[src/rtl/ripple_pkg.sv]
// ripple_pkg: shared constants for the ripple control stage.
//   SPEED_MAX         highest speed level (period = BASE_PERIOD >> 3)
//   DIR_UP / DIR_DOWN shift_dir encodings (toward led7 / toward led0)
//   LED_POS_W         led_pos width for the default 8-LED ripple
//   pos_width()       led_pos width for any NUM_LEDS
package ripple_pkg;

    localparam logic [1:0] SPEED_MAX = 2'd3;
    localparam logic       DIR_UP    = 1'b0;
    localparam logic       DIR_DOWN  = 1'b1;
    localparam int         LED_POS_W = $clog2(8);

    // Keeps led_pos at least one bit wide for degenerate LED counts.
    function automatic int pos_width(input int n);
        return (n > 1) ? $clog2(n) : 1;
    endfunction

    // Index of each button in the debouncer bank.
    typedef enum logic [1:0] {
        BTN_FASTER = 2'd0,
        BTN_SLOWER = 2'd1,
        BTN_DIR    = 2'd2,
        BTN_PAUSE  = 2'd3
    } btn_idx_e;

endpackage

[src/rtl/ripple_ctrl_btn_debounce.sv]
// btn_debounce: one pushbutton conditioner.
//   2-flop synchronizer -> stability counter -> rising-edge press pulse.
//   The synchronized level must hold for DEBOUNCE_CYCLES counter steps before
//   it becomes the accepted level. A clean raw edge yields a pulse
//   2 + DEBOUNCE_CYCLES cycles later. Releases are accepted silently.
// Ports:
//   clk, rst  clock, asynchronous active-high reset
//   btn       raw asynchronous button level (active-high)
//   press     one-cycle pulse on an accepted 0->1 change
module btn_debounce #(
    parameter int DEBOUNCE_CYCLES = 1000000
) (
    input  logic clk,
    input  logic rst,
    input  logic btn,
    output logic press
);

    localparam int CW = (DEBOUNCE_CYCLES > 1) ? $clog2(DEBOUNCE_CYCLES) : 1;
    localparam logic [CW-1:0] CNT_LAST = CW'(DEBOUNCE_CYCLES - 1);

    logic          sync1, sync2, level;
    logic [CW-1:0] cnt;

    always_ff @(posedge clk or posedge rst) begin
        if (rst) begin
            sync1 <= 1'b0;
            sync2 <= 1'b0;
            level <= 1'b0;
            cnt   <= '0;
            press <= 1'b0;
        end else begin
            sync1 <= btn;
            sync2 <= sync1;
            press <= 1'b0;
            // sync1 != sync2 means sync2 is about to change: restart the count
            // so only an uninterrupted run of the new level is accepted.
            if (sync1 != sync2 || sync2 == level) begin
                cnt <= '0;
            end else if (cnt == CNT_LAST) begin
                level <= sync2;
                cnt   <= '0;
                press <= sync2;
            end else begin
                cnt <= cnt + 1'b1;
            end
        end
    end

endmodule

[src/rtl/ripple_ctrl.sv]
// ripple_ctrl: tick/direction generator feeding the rippling-LED shifter.
//   Four debounced buttons adjust speed (4 levels), toggle direction and
//   toggle pause. A rate counter emits a one-cycle shift_tick every
//   BASE_PERIOD >> speed_level cycles; led_pos tracks the lit LED.
// Build option: define RIPPLE_PINGPONG_EN for automatic direction reversal at
//   the ends of the ripple (led_pos NUM_LEDS-1 -> down, 0 -> up).
// Ports:
//   clk, rst                asynchronous active-high reset
//   btn_faster/btn_slower   raw buttons, step speed_level up/down (saturating)
//   btn_dir, btn_pause      raw buttons, toggle shift_dir / paused
//   shift_tick              one-cycle shift strobe
//   shift_dir               0 = toward led7, 1 = toward led0
//   paused                  ticks suppressed while high
//   speed_level             0 slowest .. 3 fastest
//   led_pos                 lit LED index after the latest tick
module ripple_ctrl
    import ripple_pkg::*;
#(
    parameter int BASE_PERIOD     = 50000000,
    parameter int DEBOUNCE_CYCLES = 1000000,
    parameter int NUM_LEDS        = 8
) (
    input  logic                             clk,
    input  logic                             rst,
    input  logic                             btn_faster,
    input  logic                             btn_slower,
    input  logic                             btn_dir,
    input  logic                             btn_pause,
    output logic                             shift_tick,
    output logic                             shift_dir,
    output logic                             paused,
    output logic [1:0]                       speed_level,
    output logic [pos_width(NUM_LEDS)-1:0]   led_pos
);

    localparam int PW = pos_width(NUM_LEDS);
    localparam int CW = $clog2(BASE_PERIOD) + 1;
    localparam logic [PW-1:0] POS_LAST = PW'(NUM_LEDS - 1);

    logic [3:0] raw, press;
    assign raw = {btn_pause, btn_dir, btn_slower, btn_faster};

    for (genvar i = 0; i < 4; i++) begin : g_db
        btn_debounce #(.DEBOUNCE_CYCLES(DEBOUNCE_CYCLES)) u_db (
            .clk   (clk),
            .rst   (rst),
            .btn   (raw[i]),
            .press (press[i])
        );
    end

    logic p_fast, p_slow, p_dir, p_pause;
    assign p_fast  = press[BTN_FASTER];
    assign p_slow  = press[BTN_SLOWER];
    assign p_dir   = press[BTN_DIR];
    assign p_pause = press[BTN_PAUSE];

    // Simultaneous faster+slower cancel; saturated presses are ignored.
    logic speed_up, speed_dn;
    assign speed_up = p_fast & ~p_slow & (speed_level != SPEED_MAX);
    assign speed_dn = p_slow & ~p_fast & (speed_level != 2'd0);

    logic [CW-1:0] cnt, cnt_next, period;
    logic          terminal, tick_next, dir_next;
    logic [PW-1:0] pos_next;

    assign period   = CW'(BASE_PERIOD) >> speed_level;
    assign terminal = (cnt == period - 1'b1);

    // Position after a tick, stepping in the current (pre-toggle) direction.
    always_comb begin
        pos_next = led_pos;
        if (shift_dir == DIR_UP)
            pos_next = (led_pos == POS_LAST) ? '0 : led_pos + 1'b1;
        else
            pos_next = (led_pos == '0) ? POS_LAST : led_pos - 1'b1;
    end

    always_comb begin
        cnt_next  = cnt;
        tick_next = 1'b0;
        if (speed_up || speed_dn) begin
            cnt_next = '0;
        end else if (!paused) begin
            if (!terminal) begin
                cnt_next = cnt + 1'b1;
            end else if (!p_pause) begin
                cnt_next  = '0;
                tick_next = 1'b1;
            end
            // pause landing on terminal count: hold at period-1, no tick
        end

        dir_next = shift_dir ^ p_dir;
`ifdef RIPPLE_PINGPONG_EN
        // Reaching an end of the ripple overrides a coincident dir press.
        if (tick_next) begin
            if (pos_next == POS_LAST)
                dir_next = DIR_DOWN;
            else if (pos_next == '0)
                dir_next = DIR_UP;
        end
`endif
    end

    always_ff @(posedge clk or posedge rst) begin
        if (rst) begin
            cnt         <= '0;
            shift_tick  <= 1'b0;
            shift_dir   <= DIR_UP;
            paused      <= 1'b0;
            speed_level <= 2'd0;
            led_pos     <= '0;
        end else begin
            cnt        <= cnt_next;
            shift_tick <= tick_next;
            shift_dir  <= dir_next;
            paused     <= paused ^ p_pause;
            if (speed_up)
                speed_level <= speed_level + 2'd1;
            else if (speed_dn)
                speed_level <= speed_level - 2'd1;
            if (tick_next)
                led_pos <= pos_next;
        end
    end

endmodule

[config.mk]
export PLATFORM = sky130hd
export DESIGN_NAME = ripple_ctrl
export DESIGN_NICKNAME = d
export VERILOG_FILES = /design/src/rtl/ripple_pkg.sv /design/src/rtl/ripple_ctrl_btn_debounce.sv /design/src/rtl/ripple_ctrl.sv
export SDC_FILE = /design/constraint.sdc
export NUM_CORES = 1
export LEC_CHECK = 0
export CORE_ASPECT_RATIO = 0.9
export CORE_UTILIZATION = 55
export DETAILED_ROUTE_END_ITERATION = 12
export GPL_ROUTABILITY_DRIVEN = 0
export PLACE_DENSITY_LB_ADDON = 0.08
export SYNTH_ARGS = -nofsm -noshare
export SYNTH_HDL_FRONTEND = slang
export SYNTH_SLANG_ARGS = --single-unit
export TNS_END_PERCENT = 30
[constraint.sdc]
create_clock -name clk -period 10.03 [get_ports clk]
set_clock_uncertainty 0.15 [all_clocks]
set_input_delay 1.5045 -clock clk [delete_from_list [all_inputs] [get_ports clk]]
set_output_delay 1.5045 -clock clk [all_outputs]
set_load 0.05 [all_outputs]
* After elaboration in Yosys (flattened, before gate mapping)
Index checks and enable logic that the tools add are counted.
** Operators by class
- Magnitude comparators :: 0
- Shifts and indexed selects :: 1
- Eq/ne operators :: 17
- Multipliers :: 0
- Add/subtract/negate cells :: 10
- Multiplexer cells :: 29
- Div/mod/pow operators :: 0
- Bitwise gates (word level) :: 12
- Reduce and logical (&&, ||, !) cells :: 13
** Operators with widths (count)
- $mux 20 :: 8
- $mux 27 :: 4
- $add 20x1->20 const B :: 4
- $eq 20x20->1 const B :: 4
- $add 27x1->27 const B :: 1
- $eq 27x27->1 :: 1
- $shr 26x2->27 const A :: 1
- $sub 27x1->27 const B :: 1
- $mux 1 :: 12
- $reduce_and 2->1 :: 5
- $mux 3 :: 3
- $not 1->1 :: 6
- $logic_or 1x1->1 :: 5
- $and 1x1->1 :: 4
- $eq 1x1->1 :: 4
- $mux 2 :: 2
- $ne 1x1->1 :: 4
- $reduce_bool 2->1 :: 2
- $add 3x1->3 const B :: 1
- $eq 3x3->1 const B :: 1
- $logic_not 3->1 :: 1
- $ne 3x3->1 const B :: 1
- $sub 3x1->3 const B :: 1
- $add 2x1->2 const B :: 1
- other kinds (4) :: 5
** Storage, ports and cells
- Memories kept :: 0
- Bits in writable memories :: 0
- Bits in latches :: 0
- Register bits after elaboration :: 131
- Logic and storage cells :: 108
- ROM bits :: 0
- Output and inout port bits :: 8

* Logic depth before layout (Yosys ltp)
Gate-level depths: netlist of the first run.
- Depth after elaboration :: 6
- Mapped depth :: 9
- Gate-level depth less buffers :: 8

* Cells and area by module
Synthesis of the first run repeated with hierarchy kept, for this count alone.
** Unflattened totals
- Cell total of the unflattened synthesis :: 777
- Area, all modules :: 7268.2 um^2
** Modules (own cells, without submodules)
- btn_debounce :: instances 4, cells each 115, sequential area each 600.6 um^2, area an instance 1147.4 um^2
- ripple_ctrl :: instances 1, cells each 317, sequential area each 875.8 um^2, area an instance 2678.8 um^2

* Least setup slack after synthesis of the first run
OpenSTA, ideal clock, no wires.
- Kind :: register to register
- From :: reg speed_level[1]
- To :: reg cnt[23]
- Arrival :: 2641 ps
- Path slack :: 7115 ps
- Period minus slack after synthesis :: 2915 ps
- Library setup time :: 124 ps
- Stages on the path, launching flop included :: 8
- Path through :: dfrtp_1 nand2_1 or4b_2 a2111oi_4 nor2_2 buf_2 and3_1 a211o_1
** On the way
- Cells in the longest elaborated chain, start to end :: 6
** RTL lines
- from (decl) :: line ripple_ctrl.sv:32 : output logic [1:0] speed_level,
- from (signal assigned) :: line ripple_ctrl.sv:120 : speed_level <= speed_level + 2'd1;
- from (signal assigned) :: line ripple_ctrl.sv:122 : speed_level <= speed_level - 2'd1;
- $shr 26x2->27 :: line ripple_ctrl.sv:67 : assign period = CW'(BASE_PERIOD) >> speed_level;
- $sub 27x1->27 :: line ripple_ctrl.sv:68 : assign terminal = (cnt == period - 1'b1);
- $eq 27x27->1 :: line ripple_ctrl.sv:68
- $mux 27 :: line ripple_ctrl.sv:85 : if (!terminal) begin
- $mux 27 :: line ripple_ctrl.sv:84 : end else if (!paused) begin
- $mux 27 :: line ripple_ctrl.sv:82 : if (speed_up || speed_dn) begin
- to (signal assigned) :: line ripple_ctrl.sv:115 : cnt <= cnt_next;
- to (decl) :: line ripple_ctrl.sv:63 : logic [CW-1:0] cnt, cnt_next, period;
Several ways; a longest one is shown, not always the timed one. The select of a mux whose other input is x is not followed.
A chain may end at the register's enable or synchronous reset.

* Worst setup path in the final report of the first run
- From :: reg speed_level[1]
- To :: reg cnt[0]
Same word-level chain as after synthesis.

==> results of run 1 <==
## stage by stage
step / util, % / worst slack [ns] / cells / hold slack [ns]
after floorplan: - / 4.88 / 688 / 0.224
after global placement: 59.0 / 6.31 / 836 / 0.235
after detailed placement: 59.0 / 6.23 / 836 / 0.242
after CTS: 64.2 / 6.19 / 868 / 0.256
after global routing: 64.2 / 6.01 / 868 / 0.277
final: 64.2 / 6.18 / 868 / 0.254
## logic make-up after synthesis
| group | after synthesis |
|---|---|
| DFF | 131 |
| adders and majority gates | 10 |
| muxes | 9 |
| and+or+nand+nor | 357 |
| AOI/OAI and AO/OA | 61 |
| xor gates and xnor gates | 77 |
| buffers and inverters | 43 |
## worst paths after layout
path / slack, ns / cells past startpoint / start / end
setup / recovery: 6.18 / 6 / speed_level[1]$_DFFE_PP0N_ / cnt[0]$_DFFE_PP0P_
max in group asynchronous: 6.94 / 3 / rst / g_db[3].u_db.cnt[2]$_DFF_PP0_
hold / removal: 0.25 / 0 / g_db[2].u_db.sync1$_DFF_PP0_ / g_db[2].u_db.sync2$_DFF_PP0_
hold reg to reg: 0.25 / 0 / g_db[2].u_db.sync1$_DFF_PP0_ / g_db[2].u_db.sync2$_DFF_PP0_
setup reg to reg: 6.18 / 6 / speed_level[1]$_DFFE_PP0N_ / cnt[0]$_DFFE_PP0P_
min in group asynchronous: 1.40 / 2 / rst / g_db[0].u_db.sync1$_DFF_PP0_
## registers in the layout (all words and copies together) (netlist names), 2 cells and up
name,count
g_db.u_db.cnt,80
cnt,27
g_db.u_db.level,4
g_db.u_db.press,4
g_db.u_db.sync1,4
g_db.u_db.sync2,4
led_pos,3
speed_level,2
## cells in the mapped netlist, types with 2 or more instances
master | count | area (um^2)
dfrtp_1 | 131 | 3280
nor2_1 | 131 | 492
xor2_1 | 51 | 447
nand3_1 | 49 | 245
nand2_1 | 46 | 173
and3_1 | 28 | 175
xnor2_1 | 26 | 228
nor3_1 | 21 | 105
inv_1 | 19 | 71.3
nand4_1 | 19 | 119
clkbuf_1 | 17 | 63.8
a211o_1 | 14 | 123
a21oi_1 | 12 | 60.1
nor4_1 | 11 | 68.8
ha_1 | 9 | 113
nand2b_1 | 9 | 56.3
o21ai_0 | 9 | 45.0
nor4b_1 | 8 | 70.1
or3_1 | 8 | 50.1
mux2i_1 | 7 | 70.1
or2_2 | 6 | 37.5
a21o_1 | 5 | 37.5
a2bb2oi_1 | 3 | 26.3
and2_1 | 3 | 18.8
and4_1 | 3 | 26.3
buf_2 | 3 | 15.0
nor2b_1 | 3 | 18.8
nor3b_1 | 3 | 22.5
nor4bb_1 | 3 | 30.0
a211oi_1 | 2 | 15.0
a221o_1 | 2 | 20.0
a31oi_1 | 2 | 12.5
buf_1 | 2 | 7.51
buf_4 | 2 | 15.0
mux2_2 | 2 | 22.5
o31ai_1 | 2 | 15.0
## worst reg2reg max path, cell delays in order, from the launching register on
cell,delay [ns]
dfrtp_1,0.63
nand2_1,0.20
or4b_2,0.68
a2111oi_4,0.87
a21o_2,0.34
and2b_1,0.62
mux2_2,0.29
## layout by cell type (no fill, tap or decap), types with 9 or more instances in the layout
cell type / n
clkdlybuf4s50_1: 13
and3_1: 28
clkbuf_16: 17
dfrtp_1: 131
xor2_1: 51
nand4_1: 19
nand2_1: 46
a211o_1: 14
a21oi_1: 12
nor2_1: 131
nand2b_1: 9
nor4_1: 11
nor3_1: 21
ha_1: 9
xnor2_1: 26
nand3_1: 49
inv_1: 18
o21ai_0: 9
## layout make-up
| type | instances | area, um^2 | area share [%] |
|---|---|---|---|
| Tap cell | 156 | 195 | 2.64 |
| Inverter | 19 | 73.8 | 0.997 |
| Sequential cell | 131 | 3280 | 44.3 |
| Clock buffer | 18 | 439 | 5.93 |
| Timing Repair Buffer | 16 | 153 | 2.06 |
| Clock inverter | 14 | 161 | 2.18 |
| Multi-Input combinational cell | 514 | 3100 | 41.9 |
## routing by layer
metal / vias up / wire, um / track usage, %
met5: - / 0 / 0
met4: 0 / 95 / 7.41
met3: 8 / 569 / 7.48
met2: 70 / 6100 / 35.7
met1: 2394 / 6140 / 31.8
li1: 2406 / - / -
## power groups by stage
| stage | Sequential [mW] | Combinational, mW | Clock, mW |
|---|---|---|---|
| after global placement | 0.544 | 0.0221 | 0 |
| after CTS | 0.534 | 0.0231 | 0.637 |
| after global routing | 0.535 | 0.0261 | 0.664 |
| after floorplan | 0.543 | 0.0156 | 0 |
| after detailed placement | 0.544 | 0.0228 | 0 |
| final | 0.535 | 0.0219 | 0.626 |
==> metrics.md, run 1 <==
| Metric | Value |
|---|---|
| Min-Delay Path Class | `register to register` |
| Wirelength, routed | `12900 um` |
| Post-route minimum period | `3.85 ns` |
| Residual DRC | `0` |
| Die X | `117 um` |
| Fmax | `260 MHz` |
| Post-synthesis compound-gate area fraction | `6.97%` |
| CP max stage delay | `0.87 ns` |
| All-Layer GR Usage | `23.4%` |
| Max FO, Critical Path | `20` |
| Seq cells post-synth | `131` |
| Setup TNS | `0 ns` |
| Sink Count | `131` |
| Pre-antenna DRT Iters | `4` |
| Max VDD drop | `122 uV` |
| Synthesized cell area | `6560 um^2` |
| EDFF count, synth | `0` |
| Post-DRT Antenna Nets | `0` |
| Buf/Inv on CP | `0` |
| Post-synthesis mux area share | `1.41%` |
| Full die area | `12400 um^2` |
| Sw Share | `21.2%` |
| Final Hold Viols | `0` |
| Clock Path Buffers | `2` |
| Cts hold-fix bufs | `0` |
| Worst Setup End Kind | `register` |
| P_int | `932 uW` |
| Slew HR | `38.7%` |
| Post-route cell area | `7400 um^2` |
| First-pass GRT wire length | `22200 um` |
| # IOs | `14` |
| WS Path Type | `register to register` |
| Placed Area | `6800 um^2` |
| Outcome | `complete, no violations` |
| Async SR Flop Fraction | `100%` |
| Post-CTS sizing | `0` |
| Fraction of layout cells with a size suffix above 1 | `6.74%` |
| Iter 0 DRT Violations | `314` |
| Clock Tree Root | `clkbuf_16` |
| Slew at the pin closest to its max-slew limit | `0.920 ns` |
| Seq/Total Area, Yosys | `50.0%` |
| RSZ-0062 raised after global routing | `false` |
| Final nets | `714` |
| Antenna diodes | `0` |
| Core Rows | `37` |
| Synth warn | `0` |
| Die Y | `106 um` |
| Crit-path leading delay family | `simple AND/OR/NAND/NOR gates` |
| Simple-gate area share of the yosys netlist | `26.8%` |
| CP Cell Sequence | `nand2_1 -> or4b_2 -> a2111oi_4 -> a21o_2 -> and2b_1 -> mux2_2` |
| CP Launch Type | `register` |
| # port buffers | `13` |
| Clock power frac | `52.9%` |
| Area Overhead vs Synth | `13.0%` |
| Clock transition at path regs | `0.06 ns` |
| WL/cell | `14.9 um` |
| Vias/cell | `5.62` |
| CTS tree | `done` |
| Leak Pwr | `3.32 nW` |
| Fill cell count | `915` |
| Post-CTS Setup Inserts | `0` |
| Logic pwr share | `1.9%` |
| Synth cell types | `53` |
| Most common flop cell mapped by yosys | `dfrtp_1` |
| Core Footprint | `11500 um^2` |
| Slew Viols, Final | `0` |
| Required @ worst endpoint | `10.24 ns` |
| Setup-failing EPs final | `0` |
| Xor/xnor share of the synthesized area | `10.3%` |
| Via count | `4878` |
| Vias in the first global route | `4759` |
| Starting Density | `56.9%` |
| H-tree Lvls | `4` |
| Total congestion overflow | `0` |
| Num CTS Buffers | `17` |
| Largest net degree at the start of global routing | `77` |
| Part of the cycle the worst path needs | `38.4%` |
| Post-synthesis net count | `703` |
| Final Total Pwr | `1.18 mW` |
| Net switching power | `251 uW` |
| Maxcap violations | `0` |
| Clock Latency Late Sink | `0.42 ns` |
| Adder-cell share of the synthesized area | `1.87%` |
| CP Data Arrival Time | `4.06 ns` |
| Reg power frac | `45.2%` |
| Initial antenna violation count | `0` |
| Detailed Place HPWL | `8410 um` |
| Pwr per Cell Area | `160 nW/um^2` |
| Largest family of logic cells by synthesized area | `simple AND/OR/NAND/NOR gates` |
| Mean post-synth cell area | `9.53 um^2` |
| Critical-path top delay cell | `a2111oi_4` |
| Syn Inst Count | `688` |
(Power assumes the default switching activity.)
==> run 2: changes to the inputs <==
==> constraint.sdc (replaced) <==
create_clock -name clk -period 3.8 [get_ports clk]
set_clock_uncertainty 0.15 [all_clocks]
set_input_delay 0.57 -clock clk [delete_from_list [all_inputs] [get_ports clk]]
set_output_delay 0.57 -clock clk [all_outputs]
set_load 0.05 [all_outputs]
==> metrics.md, run 2 (synthesis results as in run 1) <==
| Metric | Value |
|---|---|
| Final Hold Viols | `0 (unchanged)` |
| Top Registers | `g_db.u_db.cnt (80), cnt (27)` |
| CTS tree | `done` |
| First-pass GRT wire length | `23100 um (+4.0%)` |
| Reg area | `3280 um^2 (unchanged)` |
| Clock Latency Late Sink | `0.42 ns (about the same)` |
| Post-DRT Antenna Nets | `0 (unchanged)` |
| WL/cell | `15.2 um (+2.2%)` |
| CP Launch Type | `register` |
| Outcome | `complete, no violations` |
| Top reg by flops | `g_db.u_db.cnt` |
| Total congestion overflow | `0 (unchanged)` |
| Final Total Pwr | `3.47 mW (+190%)` |
| Worst Setup End Kind | `register` |
| All-Layer GR Usage | `24.2% (+0.77 points)` |
| Num CTS Buffers | `17 (unchanged)` |
| Reg power frac | `40.7% (-4.5 points)` |
| Net switching power | `663 uW (+160%)` |
| Area of the multi-input gates | `3100 um^2 (unchanged)` |
| Clock Tree Root | `clkbuf_16` |
| RSZ-0062 raised after global routing | `false` |
| Part of the cycle the worst path needs | `82.6% (+44 points)` |
| Clock transition at path regs | `0.06 ns (about the same)` |
| Setup TNS | `0 ns (unchanged)` |
| Largest net degree at the start of global routing | `47 (-39%)` |
| Max FO, Critical Path | `20 (unchanged)` |
| Hold WS | `0.252 ns (-0.00241 ns)` |
| Post-CTS Setup Inserts | `0 (unchanged)` |
| WS Path Type | `register to register` |
| Most frequent cells in the layout | `131 x nor2_1, 131 x dfrtp_1, 51 x xor2_1` |
| Max reg flops | `80 (unchanged)` |
| Maxcap violations | `0 (unchanged)` |
| # port buffers | `13 (unchanged)` |
| Core Footprint | `11500 um^2 (unchanged)` |
| Die Y | `106 um (unchanged)` |
| Pwr per Cell Area | `456 nW/um^2 (+190%)` |
| CP Data Arrival Time | `3.34 ns (-0.72 ns)` |
| Post-route minimum period | `3.14 ns (-0.712 ns)` |
| Wirelength, routed | `13300 um (+3.0%)` |
| Detailed Place HPWL | `8770 um (+4.2%)` |
| Vias/cell | `5.69 (+1.3%)` |
| Sw Share | `19.1% (-2.1 points)` |
| Slew at the pin closest to its max-slew limit | `1.00 ns (+0.0812 ns)` |
| Pre-antenna DRT Iters | `5 (+1)` |
| Setup slack after layout | `0.661 ns (-5.52 ns)` |
| Clock power frac | `57.5% (+4.6 points)` |
| Final nets | `721 (+0.98%)` |
| Required @ worst endpoint | `4.00 ns (-6.24 ns)` |
| Fraction of layout cells with a size suffix above 1 | `7.51% (+0.77 points)` |
| Min-Delay Path Class | `register to register` |
| Pre-CTS WS | `0.702 ns (-5.53 ns)` |
| Sink Count | `131 (unchanged)` |
| Slew Viols, Final | `0 (unchanged)` |
| Max VDD drop | `422 uV (+250%)` |
| Initial antenna violation count | `0 (unchanged)` |
| Cts hold-fix bufs | `0 (unchanged)` |
| Fill cell count | `920 (+0.55%)` |
| # IOs | `14 (unchanged)` |
| Logic pwr share | `1.8% (about the same)` |
| Setup-failing EPs final | `0 (unchanged)` |
| Die X | `117 um (unchanged)` |
| Clock Path Buffers | `2 (unchanged)` |
| P_int | `2.80 mW (+200%)` |
| Core Rows | `37 (unchanged)` |
| Starting Density | `56.9% (unchanged)` |
| Vias in the first global route | `4887 (+2.7%)` |
| Via count | `4982 (+2.1%)` |
| H-tree Lvls | `4 (unchanged)` |
| Iter 0 DRT Violations | `294 (-6.4%)` |
| Area Overhead vs Synth | `15.8%` |
| Post-CTS sizing | `0 (unchanged)` |
| Residual DRC | `0 (unchanged)` |
| Leak Pwr | `3.41 nW (+2.5%)` |
| Fmax | `319 MHz (+23%)` |
| Antenna diodes | `0 (unchanged)` |
| Slew HR | `33.1% (-5.6 points)` |
| Full die area | `12400 um^2 (unchanged)` |
## run 2: worst paths after layout
kind / start / end / slack (ns) / depth (start not counted)
max: speed_level[1]$_DFFE_PP0N_ / cnt[5]$_DFFE_PP0P_ / 0.66 / 7
min: g_db[3].u_db.sync1$_DFF_PP0_ / g_db[3].u_db.sync2$_DFF_PP0_ / 0.25 / 0
max reg2reg: speed_level[1]$_DFFE_PP0N_ / cnt[5]$_DFFE_PP0P_ / 0.66 / 7
min reg2reg: g_db[3].u_db.sync1$_DFF_PP0_ / g_db[3].u_db.sync2$_DFF_PP0_ / 0.25 / 0
max in group asynchronous: rst / g_db[3].u_db.level$_DFFE_PP0P_ / 2.13 / 3
min in group asynchronous: rst / g_db[0].u_db.cnt[0]$_DFF_PP0_ / 0.58 / 2
## run 2: worst max-delay path, cell delays in order, from the launching register on
cell,delay (ns)
dfrtp_1,0.62
nand2_1,0.20
or4b_2,0.68
a2111oi_4,0.56
a21o_2,0.28
and2b_1,0.13
buf_4,0.24
a221o_1,0.20
## run 2: power by group through the flow
stage | registers [mW] | logic (mW) | clock network, mW
floorplan | 1.43 | 0.0414 | 0
global placement | 1.44 | 0.0633 | 0
detailed placement | 1.44 | 0.0647 | 0
CTS | 1.41 | 0.0658 | 2.02
global route | 1.41 | 0.0741 | 2.10
finish | 1.41 | 0.0628 | 1.99
## run 2: final cells by class
class / instances / share of cell area, %
well taps: 156 / 2.57
inverters: 19 / 0.989
clock inverters: 13 / 3.66
multi-input cells: 514 / 40.9
clock buffers: 19 / 5.83
flip-flops and latches: 131 / 43.2
repair buffers: 23 / 2.87
## run 2: layer usage
layer | share of wire, % | global-route usage, % | vias to the layer above
met1 | 47 | 32.9 | 2465
li1 | - | - | 2411
met4 | 1.1 | 8.05 | 0
met5 | 0 | 0 | -
met3 | 4.1 | 6.10 | 12
met2 | 48 | 37.8 | 94
## run 2: metrics by stage
step | instance area (um^2) | std cells | util (%)
finish | 7590 | 875 | 65.9
global route | 7590 | 875 | 65.9
CTS | 7590 | 875 | 65.9
detailed placement | 6870 | 843 | 59.6
global placement | 6870 | 843 | 59.6
floorplan | 6560 | 688 | -
